==> src/rtl/muldiv_unit.sv <==
// Iterative RV32M multiply/divide unit: shift-add multiply, restoring divide,
// start/busy/done handshake, one result bit per RUN cycle.
//
// state | meaning
// IDLE  | waiting for start; result held
// RUN   | one multiplier/quotient bit per cycle, cnt counts down
// FIX   | sign correction and result select; done pulses next cycle
module muldiv_unit #(
    parameter int XLEN        = 32,
    parameter bit ZERO_BYPASS = 1'b1
) (
    input  logic            clk,
    input  logic            reset,
    input  logic            start,
    input  logic [2:0]      funct3,
    input  logic [XLEN-1:0] a,
    input  logic [XLEN-1:0] b,
    output logic            busy,
    output logic            done,
    output logic [XLEN-1:0] result
);

    localparam int CW = $clog2(XLEN + 1);

    typedef enum logic [1:0] {S_IDLE, S_RUN, S_FIX} state_t;

    state_t                state_q,  state_d;
    logic [CW-1:0]         cnt_q,    cnt_d;
    logic [2:0]            op_q,     op_d;
    logic                  a_neg_q,  a_neg_d;
    logic                  b_neg_q,  b_neg_d;
    logic                  b_zero_q, b_zero_d;
    logic [XLEN-1:0]       a_q,      a_d;
    logic [XLEN-1:0]       mcand_q,  mcand_d;
    logic [2*XLEN-1:0]     acc_q,    acc_d;
    logic                  busy_q,   busy_d;
    logic                  done_q,   done_d;
    logic [XLEN-1:0]       result_q, result_d;

    logic                  sgn_a, sgn_b;
    logic                  a_neg_in, b_neg_in;
    logic [XLEN-1:0]       mag_a, mag_b;
    logic [XLEN:0]         mul_sum;
    logic [2*XLEN-1:0]     mul_next;
    logic [XLEN:0]         rem_sh, rem_diff;
    logic                  rem_ge;
    logic [2*XLEN-1:0]     div_next;
    logic [2*XLEN-1:0]     prod_fix;
    logic [XLEN-1:0]       quot_fix, rem_fix;
    logic [XLEN-1:0]       fix_result;

    always_comb begin
        case (funct3)
            3'b000, 3'b001, 3'b100, 3'b110: begin sgn_a = 1'b1; sgn_b = 1'b1; end
            3'b010:                         begin sgn_a = 1'b1; sgn_b = 1'b0; end
            default:                        begin sgn_a = 1'b0; sgn_b = 1'b0; end
        endcase
        a_neg_in = sgn_a & a[XLEN-1];
        b_neg_in = sgn_b & b[XLEN-1];
        mag_a    = a_neg_in ? -a : a;
        mag_b    = b_neg_in ? -b : b;
    end

    // Multiply: acc = {partial_hi, remaining multiplier bits}, shifted right each step.
    always_comb begin
        mul_sum  = {1'b0, acc_q[2*XLEN-1:XLEN]} + (acc_q[0] ? {1'b0, mcand_q} : {(XLEN+1){1'b0}});
        mul_next = {mul_sum, acc_q[XLEN-1:1]};
    end

    // Divide: acc = {partial remainder, dividend shifting out / quotient shifting in}.
    always_comb begin
        rem_sh   = acc_q[2*XLEN-1:XLEN-1];
        rem_diff = rem_sh - {1'b0, mcand_q};
        rem_ge   = (rem_sh >= {1'b0, mcand_q});
        div_next = {(rem_ge ? rem_diff[XLEN-1:0] : rem_sh[XLEN-1:0]), acc_q[XLEN-2:0], rem_ge};
    end

    always_comb begin
        prod_fix = (a_neg_q ^ b_neg_q) ? -acc_q : acc_q;
        quot_fix = (a_neg_q ^ b_neg_q) ? -acc_q[XLEN-1:0] : acc_q[XLEN-1:0];
        rem_fix  = a_neg_q ? -acc_q[2*XLEN-1:XLEN] : acc_q[2*XLEN-1:XLEN];
        if (!op_q[2]) begin
            fix_result = (op_q[1:0] == 2'b00) ? prod_fix[XLEN-1:0] : prod_fix[2*XLEN-1:XLEN];
        end else if (!op_q[1]) begin
            fix_result = b_zero_q ? {XLEN{1'b1}} : quot_fix;
        end else begin
            fix_result = b_zero_q ? a_q : rem_fix;
        end
    end

    always_comb begin
        state_d  = state_q;
        cnt_d    = cnt_q;
        op_d     = op_q;
        a_neg_d  = a_neg_q;
        b_neg_d  = b_neg_q;
        b_zero_d = b_zero_q;
        a_d      = a_q;
        mcand_d  = mcand_q;
        acc_d    = acc_q;
        busy_d   = busy_q;
        done_d   = 1'b0;
        result_d = result_q;
        case (state_q)
            S_IDLE: begin
                if (start) begin
                    op_d     = funct3;
                    a_neg_d  = a_neg_in;
                    b_neg_d  = b_neg_in;
                    b_zero_d = (b == {XLEN{1'b0}});
                    a_d      = a;
                    if (funct3[2]) begin
                        mcand_d = mag_b;
                        acc_d   = {{XLEN{1'b0}}, mag_a};
                    end else begin
                        mcand_d = mag_a;
                        acc_d   = {{XLEN{1'b0}}, mag_b};
                    end
                    cnt_d   = CW'(XLEN);
                    busy_d  = 1'b1;
                    state_d = S_RUN;
                end
            end
            S_RUN: begin
                acc_d = op_q[2] ? div_next : mul_next;
                cnt_d = cnt_q - CW'(1);
                // A zero divisor result is forced in FIX, so the iterations can be skipped.
                if (cnt_q == CW'(1) || (ZERO_BYPASS && op_q[2] && b_zero_q)) begin
                    state_d = S_FIX;
                end
            end
            S_FIX: begin
                result_d = fix_result;
                done_d   = 1'b1;
                busy_d   = 1'b0;
                state_d  = S_IDLE;
            end
            default: state_d = S_IDLE;
        endcase
    end

    always_ff @(posedge clk) begin
        if (reset) begin
            state_q  <= S_IDLE;
            cnt_q    <= '0;
            op_q     <= '0;
            a_neg_q  <= 1'b0;
            b_neg_q  <= 1'b0;
            b_zero_q <= 1'b0;
            a_q      <= '0;
            mcand_q  <= '0;
            acc_q    <= '0;
            busy_q   <= 1'b0;
            done_q   <= 1'b0;
            result_q <= '0;
        end else begin
            state_q  <= state_d;
            cnt_q    <= cnt_d;
            op_q     <= op_d;
            a_neg_q  <= a_neg_d;
            b_neg_q  <= b_neg_d;
            b_zero_q <= b_zero_d;
            a_q      <= a_d;
            mcand_q  <= mcand_d;
            acc_q    <= acc_d;
            busy_q   <= busy_d;
            done_q   <= done_d;
            result_q <= result_d;
        end
    end

    assign busy   = busy_q;
    assign done   = done_q;
    assign result = result_q;

endmodule

==> config.mk <==
export PLATFORM = sky130hd
export DESIGN_NAME = muldiv_unit
export DESIGN_NICKNAME = d
export VERILOG_FILES = /design/src/rtl/muldiv_unit.sv
export SDC_FILE = /design/constraint.sdc
export NUM_CORES = 1
export LEC_CHECK = 0
export ABC_AREA = 1
export CORE_MARGIN = 2
export CORE_UTILIZATION = 35
export DETAILED_ROUTE_END_ITERATION = 12
export HOLD_SLACK_MARGIN = 0.15
export PLACE_DENSITY = 0.6
export SYNTH_ARGS = -nofsm -noshare
export SYNTH_HDL_FRONTEND = slang
export SYNTH_SLANG_ARGS = --single-unit
==> constraint.sdc <==
create_clock -name clk -period 2.5 [get_ports clk]
set_clock_uncertainty 0.2 [all_clocks]
set_input_delay 0.25 -clock clk [delete_from_list [all_inputs] [get_ports clk]]
set_output_delay 0.25 -clock clk [all_outputs]
set_load 0.005 [all_outputs]
## Word-level counts from Yosys, hierarchy flattened

Cells that the tools add are included.
W data, S select, Z words.

| storage, ports and cells | value |
|---|---|
| register bits after elaboration | 176 |
| latch bits | 0 |
| bits in writable memories | 0 |
| bits in read-only memories | 0 |
| bits of input ports | 70 |
| output and inout port bits | 34 |
| memories | 0 |

| operators by class | value |
|---|---|
| $add $sub $neg | 8 |
| multipliers | 0 |
| divide/modulo/power cells | 0 |
| order comparisons | 1 |
| equality and inequality tests | 9 |
| shift operators | 0 |
| mux-type cells | 27 |
| bitwise logic cells | 3 |
| reductions and logical operators | 14 |

Operators by type and width:

| cell | number |
|---|---|
| $mux W32 | 13 |
| $mux W64 | 3 |
| $neg A32 Y32 | 4 |
| $pmux W64 S2 | 1 |
| $neg A64 Y64 | 1 |
| $add A32 B32 Y33 | 1 |
| $ge A33 B32 Y1 | 1 |
| $logic_not A32 Y1 | 1 |
| $sub A32 B32 Y32 | 1 |
| $pmux W6 S2 | 1 |
| $reduce_and A2 Y1 | 4 |
| $eq A3 B3 Y1 const B | 2 |
| $eq A6 B1 Y1 const B | 1 |
| $mux W6 | 1 |
| $sub A6 B1 Y6 const B | 1 |
| $reduce_or A5 Y1 | 1 |
| $logic_not A2 Y1 | 2 |
| $mux W1 | 4 |
| $mux W2 | 2 |
| $ne A2 B2 Y1 const B | 2 |
| $pmux W2 S2 | 1 |
| $reduce_bool A2 Y1 | 2 |
| $reduce_or A4 Y1 | 1 |
| $eq A3 B1 Y1 const B | 1 |
| 9 further kinds | 10 |

## Depth between registers and ports, before layout

| logic depth | value |
|---|---|
| depth after elaboration | 8 |
| mapped depth | 21 |
| depth with buffers taken out | 19 |

## Least setup slack after synthesis

No wires, ideal clock.

| timing | value |
|---|---|
| path kind | register -> register |
| start point | register acc_q[0] |
| end point | register acc_q[41] |
| data arrival time | 2.164 ns |
| path slack | 0.009 ns |
| stages on the path, launching flop included | 17 |
| buffers on the path | 2 |
| period minus slack after synthesis | 2.491 ns |
| cells stage by stage | dfxtp_1 -> buf_2 -> clkbuf_1 -> nand2_1 -> inv_1 -> ha_1 -> a21oi_1 -> nor2_1 -> nor2_1 -> nand2_1 -> nand2_1 -> nand2_1 -> or2_2 -> nand3_1 -> nand3_1 -> nand2_1 -> o31ai_1 |

| between the ends | value |
|---|---|
| cells in the longest elaborated chain, start to end | 4 |

RTL lines:

| what | line | RTL |
|---|---|---|
| start, declared | 35 | `logic [2*XLEN-1:0] acc_q, acc_d;` |
| start signal, assigned | 152 | `acc_q <= '0;` |
| start signal, assigned | 165 | `acc_q <= acc_d;` |
| $mux W32 | 66 | `mul_sum = {1'b0, acc_q[2*XLEN-1:XLEN]} + (acc_q[0] ? {1'b0, mcand_q} : {(XLEN+1){1'b0}});` |
| $add A32 B32 Y33 | 66 |  |
| $mux W64 | 125 | `acc_d = op_q[2] ? div_next : mul_next;` |
| $pmux W64 S2 | 104 | `case (state_q)` |

Every way passes these cells.
A chain may end at the register's enable or synchronous reset.

## Final worst setup path

| timing | value |
|---|---|
| start point | register acc_q[0] |
| end point | register acc_q[45] |

The elaborated chain is that of the path after synthesis.

==> results by group <==
Global routing
  – First-pass GRT wire length: 141000 um
  – Total GRT Usage: 0.336
  – Largest net degree at the start of global routing: 90
  – GRT overflow: 0
  – Initial antenna violation count: 2
  – Vias in the first global route: 22700

Die
  – # rows: 85
  – Die Wd: 236 um
  – Initial Utilization: 0.352
  – Die ar.: 55700 sq um
  – Core Area: 53500 sq um
  – # IOs: 104
  – Height of the die: 236 um

Timing
  – Setup TNS: -0.134 ns
  – Actual slew at the worst max-slew pin: 0.740 ns
  – Finish-stage setup viols: 5
  – Tmin final: 2.55 ns
  – Slew Viols, Final: 0
  – Worst setup margin: -0.0518 ns
  – Final hold violations: 0
  – Period utilization: 1.02
  – Slew Limit Headroom: 0.506
  – Unrepaired setup endpoints after global routing: yes
  – Achievable Freq: 0.392 GHz

Drt
  – Wire per inst: 20.2 um
  – Via Count: 25200
  – DRT Pass-1 Iters: 6
  – Via density per instance: 5.29
  – Initial drt markers: 2987
  – WL final: 96500 um
  – Post-DRT Antenna Nets: 0
  – DRC violations left: 0

Synth
  – Synthesized cell area: 18800 sq um
  – Sequential area share after synthesis: 0.187
  – EDFF count, synth: 0
  – Mapped Nets: 3613
  – Ys Warns: 0
  – Top cell type's share of synthesized area: 0.223
  – FF+latch count, synth: 176
  – Synth cell types: 55
  – Yosys top cell by area: nand2_1
  – Most common flop cell mapped by yosys: dfxtp_1
  – Mapped Avg Cell Area: 5.42 sq um
  – Top cells by area, synth: nand2_1 (22%), dfxtp_1 (19%), nand3_1 (9.1%), inv_1 (9.1%), a21oi_1 (6.6%)
  – Post-synth ARST share: 0
  – Mapped Cells: 3471

CTS
  – Root cell of the clock tree: clkbuf_16
  – H-tree Lvls: 4
  – Maximum clock insertion buffer count: 2
  – CTS tree: done
  – TritonCTS Buffers: 17
  – Skew-Pair Late Insertion Delay: 0.52 ns
  – Clock slew at reported path FFs: 0.08 ns
  – Clock sink total: 176

Min path
  – Worst min path class: primary input to flop

Power
  – Tot Pwr: 14.7 mW
  – Leak: 13.7 nW
  – Worst vdd ir: 0.580 mV
  – Power Dens Cells: 538 nW/um^2

Worst setup path
  – Crit end category: flop
  – Worst Setup Start Kind: flop
  – Critical path fanouts, max: 12
  – Worst EP required: 2.70 ns
  – Critical path class: flop to flop
  – Arrival time at the worst endpoint: 2.75 ns

Layout
  – Share of post-route cells with drive strength above 1: 0.256
  – Commonest non-fill, non-tap cells in the layout: nand2_1 (1034), buf_4 (571), inv_1 (437)
  – Nets: 4202
  – Fin util: 0.512
  – P&R area growth vs syn: 45.4%
  – Fin area: 27400 sq um
  – ANT cells: 0
  – Final std cells w/o fill: 4769
  – Commonest non-fill, non-tap cell in the layout: nand2_1

Run
  – Max cap viols: 0

Place
  – Placed cell areas: 24700 sq um
  – I/O Buffers: 103
  – Post-DP HPWL: 78100 um
  – DP Cell Count: 4710
  – Placer's final routability congestion estimate: 1.03

Run status
  – Outcome: finished with violations
  – Failing checks: setup timing
[timing repair]
item / 4_1_cts / 5_1_grt
resized for setup: 105 / 319
hold buffers: 1 / 0
pin swaps: 12 / 75
setup endpoints to repair: 50 / 65
gates cloned: 1 / 2
endpoints found under the hold margin: 17 / 0
buffers inserted: 3 / 22
[routing by layer]
layer / up-vias / share of wire / track usage
met3: 205 / 0.097 / 0.0544
met5: - / 0 / 0
met2: 1241 / 0.41 / 0.496
met4: 0 / 0.054 / 0.164
met1: 11400 / 0.43 / 0.471
li1: 12300 / - / -
[synth_stat cells, drive strengths merged (9+ instances only)]
cell type,instances
o21ai,251
clkbuf,81
nand2,1128
a21oi,254
o21bai,11
nand3b,9
ha,70
buf,54
o31ai,9
inv,475
or2,14
nand4,43
xor2,72
nand3,344
o211ai,22
nor3,35
dfxtp,176
nor2,358
[where the power goes]
group | internal, mW | switching [mW] | total [mW]
Sequential | 3.06 | 0.301 | 3.36
Combinational | 3.27 | 5.03 | 8.30
Clock | 1.48 | 1.60 | 3.08
Total | 7.81 | 6.92 | 14.7
[path summary, 6_finish.rpt]
path | startpoint | end | slack, ns | depth (start not counted)
max | acc_q[0] | acc_q[45] | -0.05 | 15
min | start | busy | 0.20 | 3
max reg2reg | acc_q[0] | acc_q[45] | -0.05 | 15
min reg2reg | result[3] | result[3] | 0.25 | 2
[critical path, stage by stage, from the launching register on]
cell	delay, ns
dfxtp_4	0.40
buf_12	0.15
nand2_1	0.06
inv_1	0.08
ha_4	0.22
buf_4	0.15
nand2_2	0.11
nor2_4	0.05
buf_4	0.13
a21oi_2	0.15
nand2_2	0.11
or2_2	0.28
nand3_1	0.12
nand3_1	0.09
nand2_1	0.06
a21oi_1	0.06
[layout make-up]
type	count	area, sq um
clock buffers	17	425
clock inverters	15	228
fillers	5571	26100
inverters	479	1820
multi-input cells	2681	14600
flip-flops and latches	176	3590
well taps	696	871
repair buffers	705	5850
[stage by stage]
step	hold slack [ns]	setup slack, ns
after CTS	0.185	-0.00746
after global placement	0.240	-0.220
after floorplan	0.185	0.00878
after detailed placement	0.242	-0.237
after global routing	0.237	-0.181
final	0.199	-0.0518
[kinds of logic (layout without fill, tap and decap cells)]
kind of cell             Yosys count  after routing  synth area share
AO/OA/AOI/OAI                    592            592             0.171
flip-flops                       176            176             0.187
XOR/XNOR                          77             77            0.0358
buffers and inverters            614           1216             0.126
AND/OR/NAND/NOR                 1940           1940             0.431
adder cells (fa/ha/maj)           72             72            0.0486
[registers in the layout, indices dropped and copies added, names as in the netlist]
signal,flops
acc_q,64
a_q,32
mcand_q,32
result,32
cnt_q,6
op_q,3
state_q,2
a_neg_q,1
b_neg_q,1
b_zero_q,1
busy,1
done,1
No activity file was read; power rests on OpenSTA's default activity.
